===== src/rtl/i_arb_pkg.sv =====
// i_arb_pkg: shared interconnect definitions for the i_arb two-port packet arbiter.
// Holds the FSM state encoding, the header route field bounds and the buffer beat layout.
package i_arb_pkg;

  localparam int DATA_W   = 64;
  // Buffer beat layout: {TLAST, unused, TDATA}
  localparam int BEAT_W   = 66;
  localparam int ROUTE_HI = 55;
  localparam int ROUTE_LO = 48;
  localparam int CNT_W    = 16;

  typedef enum logic [1:0] {
    IDLE  = 2'd0,
    LOCK0 = 2'd1,
    LOCK1 = 2'd2
  } arb_state_e;

  // Shift the source port index into the LSB of the route field; the route MSB falls off.
  function automatic logic [DATA_W-1:0] insert_route(input logic [DATA_W-1:0] data,
                                                     input logic              port);
    logic [DATA_W-1:0] r;
    r = data;
    r[ROUTE_HI:ROUTE_LO] = {data[ROUTE_HI-1:ROUTE_LO], port};
    return r;
  endfunction

endpackage


===== src/rtl/arb_skid_buf.sv =====
// arb_skid_buf: 2-entry valid/ready FIFO used as the i_arb output buffer.
// in_ready is held low while rst is asserted so nothing is accepted during reset.
module arb_skid_buf
  import i_arb_pkg::*;
#(
  parameter int W = BEAT_W
) (
  input  logic         clk,
  input  logic         rst,
  input  logic         in_valid,
  output logic         in_ready,
  input  logic [W-1:0] in_data,
  output logic         out_valid,
  input  logic         out_ready,
  output logic [W-1:0] out_data
);

  logic [W-1:0] mem_q [2];
  logic [W-1:0] mem_d [2];
  logic         wr_ptr_q, wr_ptr_d;
  logic         rd_ptr_q, rd_ptr_d;
  logic [1:0]   cnt_q, cnt_d;
  logic         push, pop;

  assign in_ready  = ~rst & (cnt_q != 2'd2);
  assign out_valid = (cnt_q != 2'd0);
  assign out_data  = mem_q[rd_ptr_q];
  assign push      = in_valid & in_ready;
  assign pop       = out_valid & out_ready;

  // Next storage, pointers and occupancy from this cycle's push/pop
  always_comb begin
    mem_d    = mem_q;
    wr_ptr_d = wr_ptr_q;
    rd_ptr_d = rd_ptr_q;
    if (push) begin
      mem_d[wr_ptr_q] = in_data;
      wr_ptr_d        = ~wr_ptr_q;
    end
    if (pop) begin
      rd_ptr_d = ~rd_ptr_q;
    end
    cnt_d = cnt_q + {1'b0, push} - {1'b0, pop};
  end

  // Buffer registers; reset empties the FIFO
  always_ff @(posedge clk or posedge rst) begin
    if (rst) begin
      mem_q[0] <= '0;
      mem_q[1] <= '0;
      wr_ptr_q <= 1'b0;
      rd_ptr_q <= 1'b0;
      cnt_q    <= 2'd0;
    end else begin
      mem_q    <= mem_d;
      wr_ptr_q <= wr_ptr_d;
      rd_ptr_q <= rd_ptr_d;
      cnt_q    <= cnt_d;
    end
  end

endmodule


===== src/rtl/i_arb.sv =====
// i_arb: two-input packet arbiter merging whole packets onto one output stream.
// Alternating priority between ports, optional route-field insertion (ADD_ROUTE),
// per-port grant counters built only when I_ARB_STATS_EN is defined.
module i_arb
  import i_arb_pkg::*;
#(
  parameter int ADD_ROUTE = 0
) (
  input  logic              clk,
  input  logic              reset,
  input  logic              I0_TVALID,
  output logic              I0_TREADY,
  input  logic [DATA_W-1:0] I0_TDATA,
  input  logic              I0_TLAST,
  input  logic              I1_TVALID,
  output logic              I1_TREADY,
  input  logic [DATA_W-1:0] I1_TDATA,
  input  logic              I1_TLAST,
  output logic              O_TVALID,
  input  logic              O_TREADY,
  output logic [DATA_W-1:0] O_TDATA,
  output logic              O_TLAST,
  output logic [CNT_W-1:0]  GNT0_CNT,
  output logic [CNT_W-1:0]  GNT1_CNT
);

  arb_state_e        state_q, state_d;
  logic              last_grant_q, last_grant_d;
  logic              sel, sel_en;
  logic              buf_ready;
  logic              acc_valid, acc_last, accept, hdr_accept;
  logic [DATA_W-1:0] acc_data, fwd_data;
  logic [BEAT_W-1:0] buf_in, buf_out;
  logic              unused_pad;

  // Port selection, handshake and next state
  always_comb begin
    state_d      = state_q;
    last_grant_d = last_grant_q;
    sel          = 1'b0;
    sel_en       = 1'b0;
    case (state_q)
      IDLE: begin
        sel_en = I0_TVALID | I1_TVALID;
        sel    = (I0_TVALID & I1_TVALID) ? ~last_grant_q : I1_TVALID;
      end
      LOCK0: begin
        sel_en = 1'b1;
        sel    = 1'b0;
      end
      LOCK1: begin
        sel_en = 1'b1;
        sel    = 1'b1;
      end
      default: state_d = IDLE;
    endcase
    acc_valid  = sel ? I1_TVALID : I0_TVALID;
    acc_last   = sel ? I1_TLAST  : I0_TLAST;
    acc_data   = sel ? I1_TDATA  : I0_TDATA;
    accept     = sel_en & acc_valid & buf_ready;
    hdr_accept = accept & (state_q == IDLE);
    if (hdr_accept) begin
      last_grant_d = sel;
      if (!acc_last) begin
        state_d = sel ? LOCK1 : LOCK0;
      end
    end else if (accept && acc_last) begin
      state_d = IDLE;
    end
  end

  assign I0_TREADY = buf_ready & sel_en & ~sel;
  assign I1_TREADY = buf_ready & sel_en & sel;

  // Header route rewrite; every other beat passes untouched
  always_comb begin
    fwd_data = acc_data;
    if ((ADD_ROUTE != 0) && (state_q == IDLE)) begin
      fwd_data = insert_route(acc_data, sel);
    end
  end

  assign buf_in = {acc_last, 1'b0, fwd_data};

  // Arbiter state; port 0 wins the first contested header after reset
  always_ff @(posedge clk or posedge reset) begin
    if (reset) begin
      state_q      <= IDLE;
      last_grant_q <= 1'b1;
    end else begin
      state_q      <= state_d;
      last_grant_q <= last_grant_d;
    end
  end

  arb_skid_buf #(
    .W(BEAT_W)
  ) u_buf (
    .clk      (clk),
    .rst      (reset),
    .in_valid (sel_en & acc_valid),
    .in_ready (buf_ready),
    .in_data  (buf_in),
    .out_valid(O_TVALID),
    .out_ready(O_TREADY),
    .out_data (buf_out)
  );

  assign O_TLAST    = buf_out[BEAT_W-1];
  assign O_TDATA    = buf_out[DATA_W-1:0];
  assign unused_pad = buf_out[DATA_W];

`ifdef I_ARB_STATS_EN
  logic [CNT_W-1:0] gnt0_cnt_q, gnt0_cnt_d;
  logic [CNT_W-1:0] gnt1_cnt_q, gnt1_cnt_d;

  // Count accepted headers per port, wrapping naturally
  always_comb begin
    gnt0_cnt_d = gnt0_cnt_q;
    gnt1_cnt_d = gnt1_cnt_q;
    if (hdr_accept) begin
      if (sel) gnt1_cnt_d = gnt1_cnt_q + CNT_W'(1);
      else     gnt0_cnt_d = gnt0_cnt_q + CNT_W'(1);
    end
  end

  // Grant counter registers
  always_ff @(posedge clk or posedge reset) begin
    if (reset) begin
      gnt0_cnt_q <= '0;
      gnt1_cnt_q <= '0;
    end else begin
      gnt0_cnt_q <= gnt0_cnt_d;
      gnt1_cnt_q <= gnt1_cnt_d;
    end
  end

  assign GNT0_CNT = gnt0_cnt_q;
  assign GNT1_CNT = gnt1_cnt_q;
`else
  assign GNT0_CNT = '0;
  assign GNT1_CNT = '0;
`endif

endmodule

===== config.mk =====
export PLATFORM = sky130hd
export DESIGN_NAME = i_arb
export DESIGN_NICKNAME = d
export VERILOG_FILES = /design/src/rtl/i_arb_pkg.sv /design/src/rtl/arb_skid_buf.sv /design/src/rtl/i_arb.sv
export SDC_FILE = /design/constraint.sdc
export NUM_CORES = 1
export LEC_CHECK = 0
export ABC_AREA = 0
export CAP_MARGIN = 10
export CORE_MARGIN = 2
export CORE_UTILIZATION = 24
export CTS_CLUSTER_SIZE = 16
export DETAILED_ROUTE_END_ITERATION = 10
export DONT_BUFFER_PORTS = 1
export HOLD_SLACK_MARGIN = 0.02
export PLACE_DENSITY_LB_ADDON = 0.08
export SYNTH_ARGS = -nofsm -noshare
export SYNTH_HDL_FRONTEND = slang
export SYNTH_HIERARCHICAL = 1
export SYNTH_SLANG_ARGS = --single-unit

===== constraint.sdc =====
create_clock -name clk -period 5.25 [get_ports clk]
set_input_delay 0 -clock clk [delete_from_list [all_inputs] [get_ports clk]]
set_output_delay 0 -clock clk [all_outputs]
set_load 0.01 [all_outputs]

==> run_results.csv <==
group,metric,value,unit
clocking,cts_buffer_depth,2,
critical_path,worst-setup-path-type,"reg -> reg",
finish,fillers,3024,
clocking,numCtsBuffers,17,
floorplanning,row_count,63,
global_routing,gr-max-usage-layer,"met2",
detailed_routing,wl,18800,um
outcome,status,"finished, final reports clean",
global_routing,grt_max_degree,69,
finish,final_cells,1182,
timing,worst_slew_pin_slew,1060,ps
timing,period_needed,3490,ps
job,drv_cap,0,
finish,syn2layout_area_growth,29.4,%
detailed_routing,drt-pass1-iter-count,4,
critical_path,end_kind,"register",
floorplanning,fp.dieArea,0.0317,mm^2
finish,layout-drive-gt1-share,20.6,%
global_routing,grt_util_met2,19.6,%
detailed_routing,drc,0,
logic_synthesis,yosys_warnings,6,
power_and_ir_drop,ir_drop,423,uV
floorplanning,start_util,24.5,%
timing,slew_headroom,29.4,%
floorplanning,die_height,178,um
clocking,insertion_delay,410,ps
timing,rsz0062_at_grt,"no",
detailed_routing,drt_iter0_markers,120,
timing,slew_viol_final,0,
timing,setup_tns,0,ps
clocking,cts_root_buf,"clkbuf_16",
detailed_routing,ant_nets,0,
global_routing,grt_usage,12.0,%
finish,n_antenna_cell,0,
critical_path,worstPathRequired,5600,ps
critical_path,crit_chain,"inv_1 -> ha_1 -> a21o_2 -> buf_4 -> o211ai_1 -> dlygate4sd3_1 -> o21ai_1 -> dlygate4sd3_1",
timing,skew,11.6,ps
placed_design,place_hpwl,12000,um
critical_path,max_stage_delay,580,ps
placed_design,placed_cells,1014,
clocking,cts_tree,"yes",
placed_design,io_buffers,0,
clocking,htree_levels,4,
logic_synthesis,syn_area,0.00727,mm^2
critical_path,slowest_stage,"dlygate4sd3_1",
global_routing,grt_use_met1,15.2,%
clocking,cts.clk_slew.worst_paths,60,ps
power_and_ir_drop,power.leakage,0.00424,uW
placed_design,gp_congestion,0.687,
clocking,cts_sinks,137,
global_routing,grt_pass1_vias,5172,
timing,period_share,66.5,%
power_and_ir_drop,cellPowerDensity,589,mW/mm^2
global_routing,grt_pass1_wl,28900,um
critical_path,critPathArrivalTime,3840,ps
critical_path,cp_common_cell,"dlygate4sd3_1",
global_routing,grt.overflow.total,0,
detailed_routing,viasPerCell,4.24,
hold_path,hold_path.class,"in -> async",
clocking,postCtsSetupBuffers,0,
detailed_routing,vias,5016,
timing,setup_viol,0,
timing,hold_viol_final,0,
finish,num-nets-final,921,
timing,max_freq,287,MHz
logic_synthesis,syn_inst,655,
floorplanning,fp.dieW,178,um
critical_path,crit_fanout,37,
global_routing,grt_util_met3,3.99,%
logic_synthesis,avgSynthCellArea,11.1,um^2
floorplanning,core,0.0297,mm^2
detailed_routing,wire_per_inst,15.9,um
floorplanning,io_pins,235,
global_routing,antenna_found_initial,0,
critical_path,start_kind,"register",
==> path summary, 6_finish.rpt <==
path,endpoint,cells past startpoint,slack (ps),from
worst min-delay path,state_q[1],2,50,reset
max in group asynchronous,u_buf/mem_q[23],3,3630,reset
worst max register to register,state_q[1],8,1760,state_q[0]
worst max-delay path,state_q[1],8,1760,state_q[0]
min in group clk,last_grant_q,5,80,reset
worst min register to register,u_buf/mem_q[84],1,480,u_buf/mem_q[84]
==> cells in the final DEF, fill, tap and decap left out, types with 2 or more instances in the layout <==
cell type,n
a211oi_1,3
a21oi_1,3
and2_1,2
buf_4,6
bufinv_16,2
clkbuf_16,17
clkinv_2,2
clkinvlp_4,5
conb_1,32
dfrtp_1,135
dlygate4sd3_1,136
ha_1,7
inv_1,9
inv_6,4
mux2_1,79
mux2_2,116
nand2_1,194
nor2_1,5
nor2b_1,3
o21ai_0,5
xnor2_1,3
==> repair_timing <==
item | 4_1_cts | 5_1_grt
gates resized for setup | 0 | 0
endpoints found under the hold margin | 204 | 0
hold buffers | 136 | 0
==> worst max-delay path: cells and delay by family, from the launching register on <==
kind / cells / cell delay (ps)
AOI/OAI and AO/OA: 3 / 790
adders and majority gates: 1 / 410
buffers and inverters: 4 / 1750
DFF: 1 / 400
==> state kept, by name, indices dropped and copies added, names as in the netlist <==
signal,flops
last_grant_q,1
state_q,2
u_buf/cnt_q,2
u_buf/mem_q,130
u_buf/rd_ptr_q,1
u_buf/wr_ptr_q,1
==> per-layer routing <==
| layer | up-vias | routed length [um] | share of wire (%) |
|---|---|---|---|
| met5 | - | 0 | 0 |
| met1 | 2485 | 8520 | 45 |
| met4 | 0 | 173 | 0.92 |
| li1 | 2373 | - | - |
| met2 | 147 | 8910 | 47 |
| met3 | 11 | 1170 | 6.2 |
==> power by group <==
part / leakage [uW] / total, uW / internal (uW) / switching, uW
registers: 0.00165 / 1950 / 1590 / 358
logic: 0.00232 / 2390 / 1230 / 1160
clock network: 0.000272 / 1200 / 716 / 488
total: 0.00424 / 5540 / 3540 / 2010
==> through the flow <==
stage	hold slack, ps	area, um^2	utilization, %	power, uW	setup WS (ps)
CTS	30.6	9410	31.7	5670	1750
global route	49.0	9410	31.7	5970	1570
detailed placement	-219	7460	25.1	4110	2040
floorplan	-247	7390	-	3620	1670
global placement	-216	7460	25.1	4040	2130
finish	52.4	9410	31.7	5540	1760
==> layout make-up <==
type / instances / area [um^2] / share of cell area (%)
Tap cell: 390 / 488 / 5.18
Sequential cell: 137 / 3430 / 36.5
Clock buffer: 19 / 443 / 4.71
Inverter: 10 / 42.5 / 0.452
Clock inverter: 13 / 143 / 1.52
Timing Repair Buffer: 142 / 1410 / 14.9
Multi-Input combinational cell: 471 / 3460 / 36.7
Power figures use the tool's default switching activity.
